**src/rtl/master_bus_bridge.sv**
```systemverilog
// Initiator end of the bit-serial system bus: serializes address and write data
// MSB first on wr_bus, deserializes read data from rd_bus, and reports timeouts.
module master_bus_bridge #(
  parameter int ADDR_WIDTH = 16,
  parameter int DATA_WIDTH = 8,
  parameter int TIMEOUT    = 255
) (
  input  logic                  clk,
  input  logic                  rst,
  // front-end request/response
  input  logic                  req_valid,
  output logic                  req_ready,
  input  logic                  req_mode,
  input  logic [ADDR_WIDTH-1:0] req_addr,
  input  logic [DATA_WIDTH-1:0] req_wdata,
  output logic                  rsp_valid,
  input  logic                  rsp_ready,
  output logic [DATA_WIDTH-1:0] rsp_rdata,
  output logic                  rsp_err,
  // serial bus
  output logic                  mode,
  output logic                  wr_bus,
  output logic                  master_valid,
  output logic                  master_ready,
  input  logic                  slave_ready,
  input  logic                  slave_valid,
  input  logic                  rd_bus,
  input  logic                  split,
  output logic                  split_seen,
  // debug view of the FSM state
  output logic [2:0]            state_dbg_o
);

  localparam int MAXW       = (ADDR_WIDTH > DATA_WIDTH) ? ADDR_WIDTH : DATA_WIDTH;
  localparam int CW         = $clog2(MAXW + 1);
  localparam int TW         = (TIMEOUT > 0) ? $clog2(TIMEOUT + 1) : 1;
  localparam int TMO_LAST_I = (TIMEOUT > 0) ? TIMEOUT - 1 : 0;

  localparam logic [CW-1:0] ADDR_LAST = CW'(ADDR_WIDTH - 1);
  localparam logic [CW-1:0] DATA_LAST = CW'(DATA_WIDTH - 1);
  localparam logic [TW-1:0] TMO_LAST  = TW'(TMO_LAST_I);

  typedef enum logic [2:0] {
    S_IDLE  = 3'd0,
    S_ADDR  = 3'd1,
    S_WDATA = 3'd2,
    S_RDATA = 3'd3,
    S_SPLIT = 3'd4,
    S_DONE  = 3'd5
  } state_t;

  state_t                state_q, state_d;
  logic [ADDR_WIDTH-1:0] addr_sh_q, addr_sh_d;
  logic [DATA_WIDTH-1:0] wdata_sh_q, wdata_sh_d;
  logic [DATA_WIDTH-1:0] rdata_sh_q, rdata_sh_d;
  logic [DATA_WIDTH-1:0] rsp_rdata_q, rsp_rdata_d;
  logic [CW-1:0]         cnt_q, cnt_d;
  logic [TW-1:0]         tmo_q, tmo_d;
  logic                  mode_q, mode_d;
  logic                  rsp_err_q, rsp_err_d;
  logic                  split_seen_q, split_seen_d;

  logic                  tmo_hit;
  logic [DATA_WIDTH-1:0] rdata_shifted;

  // The stall that brings the counter up to TIMEOUT is the one that aborts.
  assign tmo_hit = (TIMEOUT != 0) && (tmo_q == TMO_LAST);

  always_comb begin
    rdata_shifted    = rdata_sh_q << 1;
    rdata_shifted[0] = rd_bus;
  end

  always_comb begin
    state_d      = state_q;
    addr_sh_d    = addr_sh_q;
    wdata_sh_d   = wdata_sh_q;
    rdata_sh_d   = rdata_sh_q;
    rsp_rdata_d  = rsp_rdata_q;
    cnt_d        = cnt_q;
    tmo_d        = tmo_q;
    mode_d       = mode_q;
    rsp_err_d    = rsp_err_q;
    split_seen_d = split_seen_q;

    unique case (state_q)
      S_IDLE: begin
        if (req_valid) begin
          addr_sh_d    = req_addr;
          wdata_sh_d   = req_wdata;
          rdata_sh_d   = '0;
          mode_d       = req_mode;
          rsp_rdata_d  = '0;
          rsp_err_d    = 1'b0;
          split_seen_d = 1'b0;
          cnt_d        = '0;
          tmo_d        = '0;
          state_d      = S_ADDR;
        end
      end

      S_ADDR: begin
        if (slave_ready) begin
          addr_sh_d = addr_sh_q << 1;
          tmo_d     = '0;
          if (cnt_q == ADDR_LAST) begin
            cnt_d   = '0;
            state_d = mode_q ? S_WDATA : S_RDATA;
          end else begin
            cnt_d = cnt_q + CW'(1);
          end
        end else if (tmo_hit) begin
          cnt_d       = '0;
          tmo_d       = '0;
          rsp_err_d   = 1'b1;
          rsp_rdata_d = '0;
          state_d     = S_DONE;
        end else begin
          tmo_d = tmo_q + TW'(1);
        end
      end

      S_WDATA: begin
        if (slave_ready) begin
          wdata_sh_d = wdata_sh_q << 1;
          tmo_d      = '0;
          if (cnt_q == DATA_LAST) begin
            cnt_d       = '0;
            rsp_err_d   = 1'b0;
            rsp_rdata_d = '0;
            state_d     = S_DONE;
          end else begin
            cnt_d = cnt_q + CW'(1);
          end
        end else if (tmo_hit) begin
          cnt_d       = '0;
          tmo_d       = '0;
          rsp_err_d   = 1'b1;
          rsp_rdata_d = '0;
          state_d     = S_DONE;
        end else begin
          tmo_d = tmo_q + TW'(1);
        end
      end

      // A bit arriving in the same cycle as split wins; split only parks
      // the transfer before the first read bit.
      S_RDATA: begin
        if (slave_valid) begin
          rdata_sh_d = rdata_shifted;
          tmo_d      = '0;
          if (cnt_q == DATA_LAST) begin
            cnt_d       = '0;
            rsp_rdata_d = rdata_shifted;
            rsp_err_d   = 1'b0;
            state_d     = S_DONE;
          end else begin
            cnt_d = cnt_q + CW'(1);
          end
        end else if (split && (cnt_q == '0)) begin
          split_seen_d = 1'b1;
          state_d      = S_SPLIT;
        end else if (tmo_hit) begin
          cnt_d       = '0;
          tmo_d       = '0;
          rsp_err_d   = 1'b1;
          rsp_rdata_d = '0;
          state_d     = S_DONE;
        end else begin
          tmo_d = tmo_q + TW'(1);
        end
      end

      // Timeout is suspended while the slave holds the read split.
      S_SPLIT: begin
        if (slave_valid) begin
          rdata_sh_d = rdata_shifted;
          tmo_d      = '0;
          if (cnt_q == DATA_LAST) begin
            cnt_d       = '0;
            rsp_rdata_d = rdata_shifted;
            rsp_err_d   = 1'b0;
            state_d     = S_DONE;
          end else begin
            cnt_d   = cnt_q + CW'(1);
            state_d = S_RDATA;
          end
        end
      end

      S_DONE: begin
        if (rsp_ready) begin
          state_d = S_IDLE;
        end
      end

      default: begin
        state_d = S_IDLE;
      end
    endcase
  end

  always_ff @(posedge clk) begin
    if (rst) begin
      state_q      <= S_IDLE;
      addr_sh_q    <= '0;
      wdata_sh_q   <= '0;
      rdata_sh_q   <= '0;
      rsp_rdata_q  <= '0;
      cnt_q        <= '0;
      tmo_q        <= '0;
      mode_q       <= 1'b0;
      rsp_err_q    <= 1'b0;
      split_seen_q <= 1'b0;
    end else begin
      state_q      <= state_d;
      addr_sh_q    <= addr_sh_d;
      wdata_sh_q   <= wdata_sh_d;
      rdata_sh_q   <= rdata_sh_d;
      rsp_rdata_q  <= rsp_rdata_d;
      cnt_q        <= cnt_d;
      tmo_q        <= tmo_d;
      mode_q       <= mode_d;
      rsp_err_q    <= rsp_err_d;
      split_seen_q <= split_seen_d;
    end
  end

  // Outputs decode from registered state only, so none depends on an input.
  always_comb begin
    req_ready    = (state_q == S_IDLE);
    rsp_valid    = (state_q == S_DONE);
    master_valid = (state_q == S_ADDR) || (state_q == S_WDATA);
    master_ready = (state_q == S_RDATA) || (state_q == S_SPLIT);
    wr_bus       = 1'b0;
    if (state_q == S_ADDR) begin
      wr_bus = addr_sh_q[ADDR_WIDTH-1];
    end else if (state_q == S_WDATA) begin
      wr_bus = wdata_sh_q[DATA_WIDTH-1];
    end
  end

  assign mode        = mode_q;
  assign rsp_rdata   = rsp_rdata_q;
  assign rsp_err     = rsp_err_q;
  assign split_seen  = split_seen_q;
  assign state_dbg_o = state_q;

endmodule

```
**config.mk**
```make
export PLATFORM = sky130hd
export DESIGN_NAME = master_bus_bridge
export DESIGN_NICKNAME = d
export VERILOG_FILES = /design/src/rtl/master_bus_bridge.sv
export SDC_FILE = /design/constraint.sdc
export NUM_CORES = 1
export LEC_CHECK = 0
export CELL_PAD_IN_SITES_DETAIL_PLACEMENT = 0
export CELL_PAD_IN_SITES_GLOBAL_PLACEMENT = 2
export CORE_MARGIN = 2
export CORE_UTILIZATION = 25
export DETAILED_ROUTE_END_ITERATION = 8
export HOLD_SLACK_MARGIN = 0.1
export MAX_ROUTING_LAYER = met4
export PLACE_DENSITY = 0.64
export SLEW_MARGIN = 20
export SYNTH_ARGS = -nofsm -noshare
export SYNTH_HDL_FRONTEND = slang
export SYNTH_SLANG_ARGS = --single-unit
```
**constraint.sdc**
```tcl
create_clock -name clk -period 1.7 [get_ports clk]
set_input_delay 0.34 -clock clk [delete_from_list [all_inputs] [get_ports clk]]
set_output_delay 0.34 -clock clk [all_outputs]
set_load 0.05 [all_outputs]
```
# ---- After elaboration in Yosys (flattened, before gate mapping)
# Cells that the tools add are included.
dict set report word_totals {
  elab_cells 116
  latchBits 0
  n_memories 0
  register_bits 58
  ram_bits 0
  output_inout_bits 19
  mem_bits_ro 0
}
dict set report classes {
  n_bitwise 0
  n_div 0
  n_shift 0
  mul 0
  addsub 2
  magnitude_cmp 0
  reduce_logical 23
  n_eq_ne 20
  n_mux 61
}
# op n
set ops {}
lappend ops {{two-way mux 8 bit} 16}
lappend ops {{two-way mux 5 bit} 9}
lappend ops {{one-hot mux 8 bit (5 select lines)} 1}
lappend ops {{two-way mux 3 bit} 11}
lappend ops {{two-way mux 16 bit} 2}
lappend ops {{one-hot mux 16 bit (2 select lines)} 1}
lappend ops {{one-hot mux 8 bit (4 select lines)} 1}
lappend ops {{one-hot mux 5 bit (5 select lines)} 1}
lappend ops {{one-hot mux 3 bit (6 select lines)} 1}
lappend ops {{one-hot mux 8 bit (2 select lines)} 1}
lappend ops {{AND reduction 4 bit} 4}
lappend ops {{!= test 2 bit (second input constant)} 7}
lappend ops {{one-hot mux 7 bit (2 select lines)} 1}
lappend ops {{two-way mux 1 bit} 13}
lappend ops {{!= test 3 bit (second input constant)} 3}
lappend ops {{AND reduction 3 bit} 3}
lappend ops {{adder 8 x 1 -> 8 bit (second input constant)} 1}
lappend ops {{== test 8 bit (second input constant)} 1}
lappend ops {{nonzero test 2 bit} 4}
lappend ops {{two-way mux 7 bit} 1}
lappend ops {{== test 3 x 2 -> 1 bit (second input constant)} 2}
lappend ops {{== test 3 bit (second input constant)} 2}
lappend ops {{AND reduction 6 bit} 1}
lappend ops {{adder 5 x 1 -> 5 bit (second input constant)} 1}
lappend ops {{15 further kinds} 18}

# ---- Logic depth before layout (Yosys ltp)
# Gate-level depths: netlist of the first run.
dict set report depth {
  ltp_word 5
  mapped_depth 9
  depth_no_buf 9
}

# ---- Least setup slack after synthesis of the first run
# No wires, ideal clock.
dict set report synth_timing {
  path_kind {reg-to-reg}
  start {reg state_q[0] (netlist: state_dbg_o[0])}
  end {reg addr_sh_q[13]}
  path_stages_with_launch 8
  arrival_ns 2.232
  path_buffers 3
  path_slack_ns -0.670
  setup_time_ns 0.138
  required_time_ns 1.562
  path_cell_list {dfxtp_1 buf_6 nor3_2 and2_0 clkbuf_2 nand2b_1 clkbuf_1 a211oi_1}
}
dict set report synth_between {
  elab_chain_len 3
  word_cells_on_any_way 7
  classes_between {eq/ne (3); mux (1); reduce/logical (3)}
}
# element line_no
set synth_rtl {}
lappend synth_rtl {{from (decl)} 52} ;# state_t state_q, state_d;
lappend synth_rtl {{from (signal assigned)} 216} ;# state_q <= state_d;
lappend synth_rtl {{zero test 3 bit *} -}
lappend synth_rtl {{via req_ready} 12} ;# output logic req_ready,
lappend synth_rtl {{!= test 2 bit (no source line) or nonzero test 2 bit (tied branches)} -}
lappend synth_rtl {{AND reduction 3 bit (no source line)} -}
lappend synth_rtl {{to (signal assigned)} 217} ;# addr_sh_q <= addr_sh_d;
lappend synth_rtl {{to (decl)} 53} ;# logic [ADDR_WIDTH-1:0] addr_sh_q, addr_sh_d;
# Mark *: on every way through the listed nets, which the timed path passes. The rest lies on a longest branch.
# A chain may end at the register's enable or synchronous reset.

# ---- Worst setup path in the final report of the first run
dict set report layout_timing {
  start {reg state_q[0] (netlist: state_dbg_o[0])}
  end {out master_valid}
}
dict set report layout_between {
  elab_chain_len 2
  word_cells_on_any_way 3
  classes_between {eq/ne (2); reduce/logical (1)}
}
# element line_no
set layout_rtl {}
lappend layout_rtl {{== test 3 x 1 -> 1 bit or == test 3 x 2 -> 1 bit (tied branches)} 233} ;# master_valid = (state_q == S_ADDR) || (state_q == S_WDATA);
lappend layout_rtl {{logical OR 1 bit *} 233}
lappend layout_rtl {{to (decl)} 23} ;# output logic master_valid,
# Mark *: on every way between the ends. The rest lies on a longest branch, timed or not.

==> impl_summary.md, run 1 <==
GRT
The total global routing overflow is 0. In the global route stage, met3 resource usage came out at 0.0407. The initial antenna violation count was 0. For this run, global-route usage on met1 was measured as 0.192. The first global-routing pass estimated 16300 um of wire. The pin count of the biggest net entering global routing is 18. The most heavily used metal layer in global routing is met2.

In the global route stage, overall resource usage came out at 0.159. The via count of the first global-routing pass is 3224. The met2 usage in global routing is 0.256.

Final layout
The layout has 1205 filler cells. The number of antenna cells inserted is 0. The fraction of layout instances using a drive strength above 1 is 0.482. Relative to the synthesized area, the layout overhead comes to 79.4%. The final core utilization is 0.458.

After the last flow step, the layout net total stands at 572.

Critical path
In this run the critical register-to-register path is captured at rsp_rdata[4]. The worst setup path is captured at a primary output. The element type at the critical path start is a register. The startpoint of the worst-slack reg-to-reg timing path is state_dbg_o[1].

The worst-case register-to-register setup slack is -0.09 ns. The arrival time at the worst endpoint is 1.49 ns. The required time at the worst-slack endpoint is 1.36 ns.

The type of the worst setup path is register to primary output. The number of cells on the worst reg-to-reg path is 8. Of all nets on the critical path, the largest fanout is 7.

Drt
The detailed-route vias per instance is 4.69. The remaining antenna violation count is 0. The first routing iteration left 127 violations. The number of remaining DRC errors is 0. The total routed wirelength is 10400 um. The routed layout has 3328 vias. The first TritonRoute pass finished after 4 iterations. In the final routed layout, each cell accounts on average for 14.7 um.

Synthesis
Ranked by total cell area, the synthesized netlist is headed by sky130_fd_sc_hd__dfxtp_1 (36%), sky130_fd_sc_hd__mux2i_1 (8.1%), sky130_fd_sc_hd__nor2_1 (6.6%), sky130_fd_sc_hd__a211oi_1 (4.0%), sky130_fd_sc_hd__nand2_1 (4.0%). After technology mapping, the gate count stands at 372. The xor-xnor portion of the synthesized cell area is 0.0219. Synthesis produced a netlist with a net count of 411. The most used flip-flop cell after synthesis is sky130_fd_sc_hd__dfxtp_1.

The share of synthesized cell area in full adder, half adder and majority cells is 0.0234. The count of state elements after synthesis is 58. In the synthesized netlist the async set-or-reset flop fraction comes to 0. The sequential cell area fraction in the yosys report is 0.362. The mean post-synth cell area is 8.62 um^2. The synthesized-area fraction occupied by ao, oa, aoi and oai cells is 0.199.

Of the total synthesized cell area, the portion taken by AND, OR, NAND and NOR gates is 0.255. The synthesized design contains 0 enable-type register cells. Yosys printed 0 warnings. The cell area that synthesis handed to floorplanning was 0.00321 mm^2. The synthesized netlist contains 69 unique library cells. After synthesis, the largest family of logic cells by area is simple AND/OR/NAND/NOR gates.

The top cell type's share of synthesized area is 0.362. The mux contribution to synthesized area is 0.0812. sky130_fd_sc_hd__dfxtp_1 takes more of the synthesized area than any other cell.

Min path
The path with the worst hold slack has its endpoint at rsp_rdata[4]. The worst hold path was traced through 2 stages. The path class of the tightest hold or removal check is register to register. The startpoint identified for the worst hold timing path is rsp_rdata[4].

Clock network
The root cell of the clock tree is sky130_fd_sc_hd__clkbuf_16. The later pin in the worst-skew pair is clocked with a latency of 0.33 ns. The CTS tree is done. The count of H-tree levels built during CTS is 3. Counting the buffers created by CTS gives 9.

The clock-pin transition on the worst setup and hold timing paths is 0.05 ns. The sink count of the clock tree is 58. The number of buffers added to fix hold violations after cts is 0. The buffer depth of the longest clock path is 2.

STA
Across the routed clock network, the largest skew measured is 0.00684 ns. The number of endpoints failing setup at the final stage is 27. The highest achievable clock rate is 545 MHz. Setup repair after global routing could not meet its margin everywhere.

The smallest clock period supported by the final layout is computed as 1.83 ns. In this run the tightest slew margin relative to its limit is 0.745. The count of final hold-check violations is 0. The final period utilization is 1.08. On the final layout, the worst hold slack is 0.458 ns. After layout, the worst setup slack is -0.134 ns.

The actual slew at the worst max-slew pin is 0.382 ns. The final number of max-transition violations is 0.

Power and ir drop
The combinational group share of total power is 0.587. The fraction of power consumed by sequential logic is 0.207. Of the total power, the share spent switching nets is 0.375. The net switching power is 0.00336 W. The share of total power dissipated in the clock network is 0.206. The analysis attributes to cell leakage a power of 2.28 nW. The power per unit of standard cell area is 1560 mW/mm^2. Across the VDD grid, the largest voltage drop is 0.984 mV.

The cell-internal power is 0.00561 W.

Floorplanning
The die outline height is 117 um. The initial utilization of the core area, before any placement, comes to 0.255. The floorplan die width is 117 um. The core area is 0.0126 mm^2.

The die outline area is 0.0137 mm^2. The top-level I/O count is 52. The floorplan has 41 rows.

Job
The number of max-capacitance violations reported is 0.

Place
Input and output buffers added on the ports amount to 51. The congestion estimate from routability-driven global placement came to 0.832. The HPWL reported at the end of detailed placement is 7080 um. The minimum setup slack after placement is -0.624 ns.

Outcome
The run finished, with violations left. The final reports fail on negative setup slack.
## power by group through the flow
| stage | Sequential [W] | Combinational (W) | Clock (W) |
|---|---|---|---|
| after CTS | 0.00185 | 0.00460 | 0.00190 |
| after global routing | 0.00189 | 0.00564 | 0.00197 |
| after detailed placement | 0.00193 | 0.00379 | 0 |
| final | 0.00186 | 0.00527 | 0.00185 |
| after floorplan | 0.00191 | 0.00236 | 0 |
| after global placement | 0.00194 | 0.00378 | 0 |
## synth_stat cells, types with 2 or more instances
cell type                   number
sky130_fd_sc_hd__dfxtp_1        58
sky130_fd_sc_hd__and4_1          2
sky130_fd_sc_hd__nand2b_1        4
sky130_fd_sc_hd__clkbuf_2        2
sky130_fd_sc_hd__nor2_1         56
sky130_fd_sc_hd__o211ai_1        2
sky130_fd_sc_hd__nor4_1          3
sky130_fd_sc_hd__buf_2           7
sky130_fd_sc_hd__buf_4           6
sky130_fd_sc_hd__a21oi_1        22
sky130_fd_sc_hd__nand2_1        34
sky130_fd_sc_hd__xor2_1          2
sky130_fd_sc_hd__inv_1           7
sky130_fd_sc_hd__a31oi_1         4
sky130_fd_sc_hd__a32oi_1         3
sky130_fd_sc_hd__clkbuf_1        7
sky130_fd_sc_hd__buf_6           3
sky130_fd_sc_hd__or3_1           2
sky130_fd_sc_hd__o2bb2ai_1       9
sky130_fd_sc_hd__or3b_1          2
sky130_fd_sc_hd__o21ai_1         3
sky130_fd_sc_hd__nor3_1          6
sky130_fd_sc_hd__nor3b_1         3
sky130_fd_sc_hd__mux2i_1        26
sky130_fd_sc_hd__nor3b_2         3
sky130_fd_sc_hd__ha_1            6
sky130_fd_sc_hd__nand4_1         4
sky130_fd_sc_hd__xnor2_1         6
sky130_fd_sc_hd__nor2b_1         5
sky130_fd_sc_hd__nand3_1        16
sky130_fd_sc_hd__o21ai_0         5
sky130_fd_sc_hd__a211oi_1       17
## stage by stage
step | total power [W] | instances | area [um^2] | TNS [ns]
final | 0.00897 | 709 | 5750 | -1.45
after global routing | 0.00951 | 709 | 5750 | -3.99
after CTS | 0.00835 | 698 | 5360 | -2.28
after detailed placement | 0.00572 | 652 | 4550 | -20.48
after global placement | 0.00571 | 652 | 4550 | -18.82
after floorplan | 0.00427 | 372 | 3310 | -1.81
## cell families after synthesis
| logic type | Yosys count |
|---|---|
| compound gates | 83 |
| xor+xnor | 8 |
| fa+ha+maj | 6 |
| buf+inv | 34 |
| flops | 58 |
| mux | 26 |
| simple gates | 157 |
## critical path, stage by stage, from the launching register on
cell	delay [ns]
sky130_fd_sc_hd__dfxtp_4	0.40
sky130_fd_sc_hd__or3b_4	0.43
sky130_fd_sc_hd__buf_12	0.15
sky130_fd_sc_hd__nand2_8	0.06
sky130_fd_sc_hd__buf_12	0.12
## cell usage in the layout, fill, tap and decap left out, drive strengths merged, types with 7 or more instances in the layout
cell | synthesis | routed
buf | 17 | 142
dfxtp | 58 | 58
mux2i | 26 | 26
nand3 | 17 | 17
clkdlybuf4s50 | 0 | 30
a211oi | 18 | 18
nor3 | 7 | 7
nor2 | 57 | 57
o21ai | 8 | 8
o2bb2ai | 9 | 9
inv | 8 | 8
clkbuf | 9 | 15
a21oi | 22 | 22
nand2 | 36 | 36
## worst max path at each step
stage                         from             to  slack [ns]  depth (start not counted)
floorplan           state_dbg_o[0]  addr_sh_q[15]       -0.12                          8
global placement       slave_valid   rsp_rdata[7]       -0.54                          6
detailed placement     slave_valid   rsp_rdata[0]       -0.62                          6
CTS                       cnt_q[1]   rsp_rdata[5]       -0.15                          9
global route        state_dbg_o[1]   master_valid       -0.18                          6
finish              state_dbg_o[0]   master_valid       -0.13                          4
## area by class of cell
type	instances	area, um^2	share of cell area
Multi-Input combinational cell	280	2350	0.408
Timing Repair Buffer	176	1670	0.290
Sequential cell	58	1180	0.205
Clock buffer	13	270	0.0470
Tap cell	172	215	0.0374
Clock inverter	2	35.0	0.00609
Inverter	8	32.5	0.00566
## state kept, by name (all words and copies together) (netlist names)
| name | count |
|---|---|
| tmo_q | 8 |
| cnt_q | 5 |
| rsp_rdata | 8 |
| rsp_err | 1 |
| split_seen | 1 |
| state_dbg_o | 3 |
| mode | 1 |
| addr_sh_q | 16 |
| rdata_sh_q | 7 |
| wdata_sh_q | 8 |
## per-layer routing
layer	wire length, um	up-vias	part of all wire
li1	-	1670	-
met1	4550	1569	0.44
met2	5150	68	0.49
met3	451	21	0.043
met4	269	0	0.026
met5	0	-	0
## what timing repair did
| action | in CTS | in global routing |
|---|---|---|
| gates resized for setup | 62 | 71 |
| setup buffers | 33 | 11 |
| endpoints found under the hold margin | 0 | 0 |
| gates cloned | 0 | 2 |
| pin swaps | 16 | 20 |
| setup endpoints to repair | 40 | 60 |
(Power assumes the default switching activity.)
==> run 2: changes to the inputs <==
CTS_CLUSTER_SIZE = 16   (was not set)
==> results of run 2 <==
No change in the layout: final DEF, timing and power equal those of run 1.
